`config.mk`:
```
export PLATFORM = sky130hd
export DESIGN_NAME = rocketcpu_wb_decoder
export DESIGN_NICKNAME = d
export VERILOG_FILES = /design/src/rtl/rocketcpu_pkg.sv /design/src/rtl/rocketcpu_addr_match.sv /design/src/rtl/rocketcpu_wb_decoder.sv
export SDC_FILE = /design/constraint.sdc
export NUM_CORES = 1
export LEC_CHECK = 0
export ABC_AREA = 0
export CAP_MARGIN = 10
export CORE_AREA = 8 8 115 117
export CTS_BUF_LIST = sky130_fd_sc_hd__clkbuf_2
export CTS_CLUSTER_SIZE = 16
export DETAILED_ROUTE_END_ITERATION = 16
export DIE_AREA = 0 0 123 125
export PLACE_DENSITY_LB_ADDON = 0.15
export SYNTH_ARGS = -nofsm -noshare
export SYNTH_HDL_FRONTEND = slang
export SYNTH_SLANG_ARGS = --single-unit
```
`constraint.sdc`:
```
create_clock -name i_wb_clk -period 2.3 [get_ports i_wb_clk]
set_clock_uncertainty 0.15 [all_clocks]
set_input_delay 0.23 -clock i_wb_clk [delete_from_list [all_inputs] [get_ports i_wb_clk]]
set_output_delay 0.23 -clock i_wb_clk [all_outputs]
set_load 0.05 [all_outputs]
```
`src/rtl/rocketcpu_pkg.sv`:
```
// Shared definitions for the rocketcpu Wishbone fabric: decoder state
// encoding, bus widths and the soc address map.
package rocketcpu_pkg;

   localparam int unsigned WB_AW     = 32;
   localparam int unsigned WB_DW     = 32;
   localparam int unsigned FAULT_CW  = 8;

   typedef enum logic [1:0] {
      ST_IDLE   = 2'd0,
      ST_ACTIVE = 2'd1,
      ST_ERR    = 2'd2,
      ST_DONE   = 2'd3
   } wb_dec_state_t;

   // soc address map: base/mask pairs, slave matches when (adr & MASK) == BASE
   localparam logic [31:0] RAM_BASE       = 32'h0000_0000;
   localparam logic [31:0] RAM_MASK       = 32'hFFFF_8000;
   localparam logic [31:0] FLASH_BASE     = 32'h0100_0000;
   localparam logic [31:0] FLASH_MASK     = 32'hFF00_0000;
   localparam logic [31:0] GPIO_BASE      = 32'h4000_0000;
   localparam logic [31:0] GPIO_MASK      = 32'hFFFF_FFF0;
   localparam logic [31:0] UART_BASE      = 32'h4000_1000;
   localparam logic [31:0] UART_MASK      = 32'hFFFF_FFF0;
   localparam logic [31:0] TIMER_BASE     = 32'h4000_2000;
   localparam logic [31:0] TIMER_MASK     = 32'hFFFF_FFF0;
   localparam logic [31:0] CODEC_SPI_BASE = 32'h4000_3000;
   localparam logic [31:0] CODEC_SPI_MASK = 32'hFFFF_FFF0;
   localparam logic [31:0] AUDIO_BASE     = 32'h4000_4000;
   localparam logic [31:0] AUDIO_MASK     = 32'hFFFF_FF00;

   // Width of a slave index; a single slave still needs one bit.
   function automatic int unsigned idx_width(input int unsigned n);
      return (n > 1) ? $clog2(n) : 1;
   endfunction

endpackage

```
`src/rtl/rocketcpu_addr_match.sv`:
```
// Address compare against every slave window plus a lowest-index-wins
// priority encoder.
module rocketcpu_addr_match
   import rocketcpu_pkg::*;
#(
   parameter int unsigned           NSLAVES = 6,
   parameter logic [NSLAVES*32-1:0] BASE    = '0,
   parameter logic [NSLAVES*32-1:0] MASK    = '0,
   parameter int unsigned           IW      = idx_width(NSLAVES)
) (
   input  logic [31:0]   adr,
   output logic          any_c,
   output logic [IW-1:0] idx_c
);

   logic [NSLAVES-1:0] hit;

   always_comb begin
      hit   = '0;
      idx_c = '0;
      for (int k = 0; k < int'(NSLAVES); k++) begin
         hit[k] = (adr & MASK[32*k +: 32]) == BASE[32*k +: 32];
      end
      // scan downwards so the lowest matching slave is the last one written
      for (int k = int'(NSLAVES) - 1; k >= 0; k--) begin
         if (hit[k]) idx_c = IW'(k);
      end
      any_c = |hit;
   end

endmodule

```
`src/rtl/rocketcpu_wb_decoder.sv`:
```
// Single-master Wishbone address decoder with auto-ack slaves, timeout
// bus errors and a fault address/count log.
module rocketcpu_wb_decoder
   import rocketcpu_pkg::*;
#(
   parameter int unsigned           NSLAVES = 6,
   parameter logic [NSLAVES*32-1:0] BASE    = '0,
   parameter logic [NSLAVES*32-1:0] MASK    = '0,
   parameter logic [NSLAVES-1:0]    AUTOACK = '0,
   parameter int unsigned           TIMEOUT = 255
) (
   input  logic                    i_wb_clk,
   input  logic                    reset,
   input  logic [31:0]             i_wb_adr,
   input  logic                    i_wb_cyc,
   output logic [31:0]             o_wb_rdt,
   output logic                    o_wb_ack,
   output logic                    o_wb_err,
   output logic [NSLAVES-1:0]      o_s_cyc,
   input  logic [NSLAVES*32-1:0]   i_s_rdt,
   input  logic [NSLAVES-1:0]      i_s_ack,
   output logic [31:0]             o_fault_adr,
   output logic [FAULT_CW-1:0]     o_fault_cnt
);

   localparam int unsigned    IW       = idx_width(NSLAVES);
   localparam int unsigned    CW       = (TIMEOUT > 0) ? $clog2(TIMEOUT + 1) : 1;
   localparam bit             TMO_EN   = (TIMEOUT != 0);
   localparam logic [CW-1:0]  CNT_LAST = CW'(TIMEOUT);

   wb_dec_state_t  state;
   logic [IW-1:0]  idx;
   logic [CW-1:0]  cnt;

   logic           match_any;
   logic [IW-1:0]  match_idx;
   logic [31:0]    s_rdt [NSLAVES];
   logic           sel_ack;
   logic           tmo_hit;
   logic           err_rsp;

   rocketcpu_addr_match #(
      .NSLAVES (NSLAVES),
      .BASE    (BASE),
      .MASK    (MASK),
      .IW      (IW)
   ) u_match (
      .adr   (i_wb_adr),
      .any_c (match_any),
      .idx_c (match_idx)
   );

   always_comb begin
      for (int k = 0; k < int'(NSLAVES); k++) s_rdt[k] = i_s_rdt[32*k +: 32];
   end

   // A slave ack (real or automatic) beats a timeout landing in the same cycle.
   assign sel_ack = AUTOACK[idx] | i_s_ack[idx];
   assign tmo_hit = TMO_EN && (cnt == CNT_LAST);

   // Master-facing response; everything is held at zero while reset is high.
   always_comb begin
      o_wb_ack = 1'b0;
      o_wb_err = 1'b0;
      o_wb_rdt = '0;
      o_s_cyc  = '0;
      err_rsp  = 1'b0;
      if (!reset) begin
         unique case (state)
            ST_ACTIVE: begin
               if (i_wb_cyc) begin
                  if (sel_ack) begin
                     o_wb_ack     = 1'b1;
                     o_wb_rdt     = s_rdt[idx];
                     o_s_cyc[idx] = 1'b1;
                  end else if (tmo_hit) begin
                     o_wb_ack = 1'b1;
                     o_wb_err = 1'b1;
                     err_rsp  = 1'b1;
                  end else begin
                     o_s_cyc[idx] = 1'b1;
                  end
               end
            end
            ST_ERR: begin
               o_wb_ack = 1'b1;
               o_wb_err = 1'b1;
               err_rsp  = 1'b1;
            end
            default: ;
         endcase
      end
   end

   always_ff @(posedge i_wb_clk) begin
      if (reset) begin
         state       <= ST_IDLE;
         idx         <= '0;
         cnt         <= '0;
         o_fault_adr <= '0;
         o_fault_cnt <= '0;
      end else begin
         if (err_rsp) begin
            o_fault_adr <= i_wb_adr;
            if (o_fault_cnt != 8'hFF) o_fault_cnt <= o_fault_cnt + 8'd1;
         end
         unique case (state)
            ST_IDLE: begin
               if (i_wb_cyc) begin
                  cnt <= '0;
                  if (match_any) begin
                     idx   <= match_idx;
                     state <= ST_ACTIVE;
                  end else begin
                     state <= ST_ERR;
                  end
               end
            end
            ST_ACTIVE: begin
               if (!i_wb_cyc)    state <= ST_IDLE;
               else if (o_wb_ack) state <= ST_DONE;
               else if (TMO_EN)   cnt   <= cnt + CW'(1);
            end
            ST_ERR:  state <= ST_DONE;
            ST_DONE: state <= ST_IDLE;
            default: state <= ST_IDLE;
         endcase
      end
   end

endmodule
```
### Word-level counts from Yosys, hierarchy flattened

Index checks and enable logic that the tools add are counted.

* register bits: 50
* input bits: 233
* word-level logic and storage cells: 46
* output and inout port bits: 80

* add/sub/neg operators: 2
* eq/ne operators: 9
* muxes and demuxes: 26
* reductions and logical operators: 5

Operators by type and width (number)
* $mux 32: 4
* $mux 8: 3
* $add 8x1->8 const B: 2
* $pmux 8 s2: 1
* $mux 1: 12
* $eq 8x8->1 const B: 1
* $ne 8x8->1 const B: 1
* $pmux 2 s4: 1
* $mux 2: 3
* $ne 2x2->1 const B: 3
* $eq 2x2->1 const B: 2
* $pmux 1 s2: 2
* $reduce_and 2->1: 2
* $reduce_and 4->1: 1
* $ne 3x3->1 const B: 1
* $eq 2x1->1 const B: 1
* $logic_not 2->1: 1
* $reduce_bool 2->1: 1

### Longest topological paths before layout

Gate-level depths: netlist (run 1).

* depth after elaboration: 9
* depth in mapped cells: 8
* mapped depth without buffers: 6

### Cells and area by module

A second synthesis (run 1) with hierarchy kept.

* cells, all modules: 594
* area, all modules: 4332.9 um^2

By module, submodules not included
* rocketcpu_wb_decoder: area each 4295.4 um^2, instances 1, sequential area each 1061.0 um^2, cells an instance 588
* rocketcpu_addr_match: area each 37.5 um^2, instances 1, sequential area each 0.0 um^2, cells an instance 6

### Worst setup path before layout (run 1)

No wires, ideal clock.

* kind: reg2out
* from: register cnt[0]
* to: output o_s_cyc[0]
* data required time: 1.920 ns
* setup slack: 0.125 ns
* path buffers: 0
* arrival time: 1.795 ns
* stages on the path, launching flop included: 5
* cells stage by stage: dfxtp_1 > ha_1 > nand4b_4 > nor2_1 > nor3_1

* cells in the longest elaborated chain, start to end: 6

Ends and longest elaborated chain
* start: declaration: RTL line rocketcpu_wb_decoder.sv:33 `logic [CW-1:0] cnt;`
* start signal: assignment: RTL line rocketcpu_wb_decoder.sv:122 `else if (TMO_EN) cnt <= cnt + CW'(1);`
* $eq 8x8->1: RTL line rocketcpu_wb_decoder.sv:59 `assign tmo_hit = TMO_EN && (cnt == CNT_LAST);`
* $mux 1: RTL line rocketcpu_wb_decoder.sv:76 `end else if (tmo_hit) begin`
* $mux 1: RTL line rocketcpu_wb_decoder.sv:72 `if (sel_ack) begin`
* $mux 1: RTL line rocketcpu_wb_decoder.sv:71 `if (i_wb_cyc) begin`
* $mux 1: RTL line rocketcpu_wb_decoder.sv:69 `unique case (state)`
* $mux 1: RTL line rocketcpu_wb_decoder.sv:68 `if (!reset) begin`
* end: declaration: RTL line rocketcpu_wb_decoder.sv:19 `output logic [NSLAVES-1:0] o_s_cyc,`

Every way passes these cells.

### Worst setup path in the final report (run 1)

* from: register state[0]
* to: output o_wb_err

* cells in the longest elaborated chain, start to end: 3
* elaborated cells on any way between the ends: 4
* those cells by class: eq/ne: 2; mux: 2

Ends and longest elaborated chain
* start: declaration: RTL line rocketcpu_wb_decoder.sv:31 `wb_dec_state_t state;`
* start signal: assignment: RTL line rocketcpu_wb_decoder.sv:97 `state <= ST_IDLE;`
* start signal: assignment: RTL line rocketcpu_wb_decoder.sv:113 `state <= ST_ACTIVE;`
* start signal: assignment: RTL line rocketcpu_wb_decoder.sv:115 `state <= ST_ERR;`
* $eq 2x2->1 / $eq 2x1->1 (equally long branches): RTL line rocketcpu_wb_decoder.sv:69
* $pmux 1 s2 *: RTL line rocketcpu_wb_decoder.sv:69
* $mux 1 *: RTL line rocketcpu_wb_decoder.sv:68
* end: declaration: RTL line rocketcpu_wb_decoder.sv:18 `output logic o_wb_err,`

Every way passes the cells marked *; elsewhere a longest branch is shown, timed or not.

==> impl_results.md, run 1 <==
- Site Rows: 40
- Setup_tns: -0.0304 ns
- First-pass DRT Iterations: 4
- Initial antenna violation count: 1
- Worst slew pin tran: between 0.5 and 0.6 ns
- Worst-path maximum fanout: 4
- Routed len/inst: 16.2 µm
- Area Growth Syn to Fin: 91.7%
- Number of global-route vias before repair: 2,653
- Largest net degree at the start of global routing: 41
- Critical Path Start Type: flop
- Hold Violations, Final: 0
- CP required: between 1.5 and 2 ns
- Via Count: roughly 2,700
- Layout cell share with drive strength beyond 1: 0.248
- Max Cap Violations: 0
- Starting DRT DRC Count: 74
- Clock Path Buffers: 2
- DIE WIDTH: 123 µm
- Tmin final: 2.33 ns
- Placer Congestion: roughly 0.76
- Vias per Instance: 4.41
- First-pass GRT wire length: roughly 15,000 µm
- Failing checks: negative setup slack
- Number of port buffers: between 100 and 150
- Post-synth EDFFs: 0
- Root Driver: clkbuf_2
- Leak: 1.77 nW
- Worst IR drop on VDD: between 0.2 and 0.25 mV
- Hpwl dp: ~7600 µm
- Ant diodes: 0
- Final ANT Viol Nets: 0
- H-tree depth: 2
- Status: complete, but fails checks
- WS Path Type: flop to output pin
- Util after Layout: 0.415
- Syn Std Cell Area: roughly 2500 µm²
- Total track usage: 0.126
- Power Density: about 330 nW/µm²
- CP arrival: about 2.0 ns
- Final setup vio count: 2
- CP endpoint kind: output pin
- Slew Limit Fails: 0
- Synth Flop Type: dfxtp_1
- Max Clk Rate: 0.429 GHz
- Clk sinks: 50
- Layout Nets: 704
- RSZ-0062 raised after global routing: true
- Number of synthesized register bits: 50
- TritonCTS clock tree: done
- Total grt overflow: 0
- Initial Utilization: 0.217
- Core ar.: 11,600 µm²
- Sequential share of the synthesized area: 0.398
- Total CTS buffers: 5
- WL final: about 9900 µm
- Die ar.: roughly 15,000 µm²
- Chip Height: between 100 and 150 µm
- CTS clk-pin slew, worst paths: 0.27 ns
- Mean post-synth cell area: ~8.0 µm²
- Clk_lat worst skew: roughly 0.44 ns
- Period Utilization, post-route: 1.01
- Synth async-reset ratio: 0
- Yosys warns: 0
- # IOs: roughly 310
- Gate count after technology mapping: between 300 and 400
- Post-cts hold buffer count: 0
- Number of fill cells: ~1,200
- DRC Markers: 0
- Hold WC Path Type: input port to flop
- Slew headroom: 0.645
- Worst setup margin: -0.0300 ns
- Synth cell types: 45
- Hold WS: 0.150 ns
critical path, stage by stage (launching register included):
cell and delay (ns):
dfxtp_4 0.44, inv_4 0.05, ha_4 0.26, nand4b_1 0.17, o32ai_4 0.31, buf_12 0.15
buf_12 0.12
where the power goes:
| part | internal [mW] | leakage [nW] | switching [mW] | total, mW |
|---|---|---|---|---|
| Combinational | 0.197 | 1.34 | 0.153 | 0.350 |
| Sequential | 0.876 | 0.405 | 0.00689 | 0.883 |
| Clock | 0.0755 | 0.0270 | 0.304 | 0.379 |
| Total | 1.15 | 1.77 | 0.464 | 1.61 |
placed cells by master (no fill, tap or decap), types with 5 or more instances in the layout:
master and instances:
clkbuf_2 5, o21ai_0 38, clkdlybuf4s50_1 106, nand2b_1 6, dfxtp_1 46, nand4_1 5, conb_1 5, and2_4 32
nand2_1 75, buf_12 38, mux2i_1 5, buf_4 15, nand3_1 5, a21oi_1 11
flip-flops by register name (all words and copies together) (netlist names):
signal and flops:
cnt 8, state 2, o_fault_cnt 8, o_fault_adr 32
layout make-up:
type	count	area (µm²)	area share
multi-input cells	237	1500	0.311
repair buffers	165	2050	0.426
clock buffers	5	25.0	0.00519
clock inverters	3	20.0	0.00415
inverters	7	31.3	0.00649
flip-flops and latches	50	1010	0.209
well taps	147	184	0.0381
metrics by stage:
step	instances	setup slack (ns)	power [mW]	area (µm²)
2_1_floorplan	317	0.125	1.03	2530
3_3_place_gp	594	0.0391	1.21	4480
3_5_place_dp	594	0.0480	1.21	4480
4_1_cts	612	-0.0923	1.63	4780
5_1_grt	614	-0.150	1.70	4820
6_report	614	-0.0300	1.61	4820
path summary, 6_finish.rpt:
kind,from,to,slack [ns],cells after the start
worst max-delay path,state[0]$_SDFFE_PP0P_,o_wb_err,-0.03,6
worst min-delay path,i_wb_adr[20],o_fault_adr[20]$_SDFFE_PP0P_,0.15,3
worst max register to register,state[0]$_SDFFE_PP0P_,cnt[6]$_SDFFE_PP0P_,0.16,7
worst min register to register,o_fault_adr[22]$_SDFFE_PP0P_,o_fault_adr[22]$_SDFFE_PP0P_,0.32,2
cell usage after synthesis, types with 3 or more instances:
cell type  number  area share
nand2b_1        6       0.015
nor2_1          3      0.0045
o41ai_1         3       0.010
ha_1            5       0.025
nor3_1          3      0.0060
nand4_1         5       0.012
o211ai_1        3      0.0090
a21oi_1        11       0.022
and2_1         34       0.085
o21ai_0        39       0.078
clkbuf_1       11       0.016
inv_1           6      0.0090
mux2i_1         5       0.020
dfxtp_1        50        0.40
o311ai_0        3       0.010
nand2_1        76        0.11
buf_4          10       0.030
nand3_1         6       0.012
timing repair:
item,4_1_cts,5_1_grt
setup endpoints to repair,34,35
endpoints found under the hold margin,0,0
pin swaps,5,3
resized for setup,49,5
setup buffers,8,1
cloned,2,1
layer usage:
layer	part of all wire	GRT usage
met1	0.47	0.168
met2	0.39	0.168
met3	0.13	0.0788
met4	0.0076	0.0234
met5	0.0013	0
cell families after synthesis:
group	Yosys count	share of synthesized area
simple gates	148	0.306
mux	5	0.0199
other cells	1	0.00149
compound gates	74	0.187
buf+inv	30	0.0632
flops	50	0.398
fa+ha+maj	5	0.0249
(Power assumes the default switching activity.)
==> inputs of run 2 (changes only) <==
--- a/config.mk
+++ b/config.mk
@@ -12,6 +12,7 @@
 export CTS_CLUSTER_SIZE = 16
 export DETAILED_ROUTE_END_ITERATION = 16
 export DIE_AREA = 0 0 123 125
+export GPL_ROUTABILITY_DRIVEN = 1
 export PLACE_DENSITY_LB_ADDON = 0.15
 export SYNTH_ARGS = -nofsm -noshare
 export SYNTH_HDL_FRONTEND = slang
==> results of run 2 <==
Final layout, timing and power as in run 1 (identical DEF).
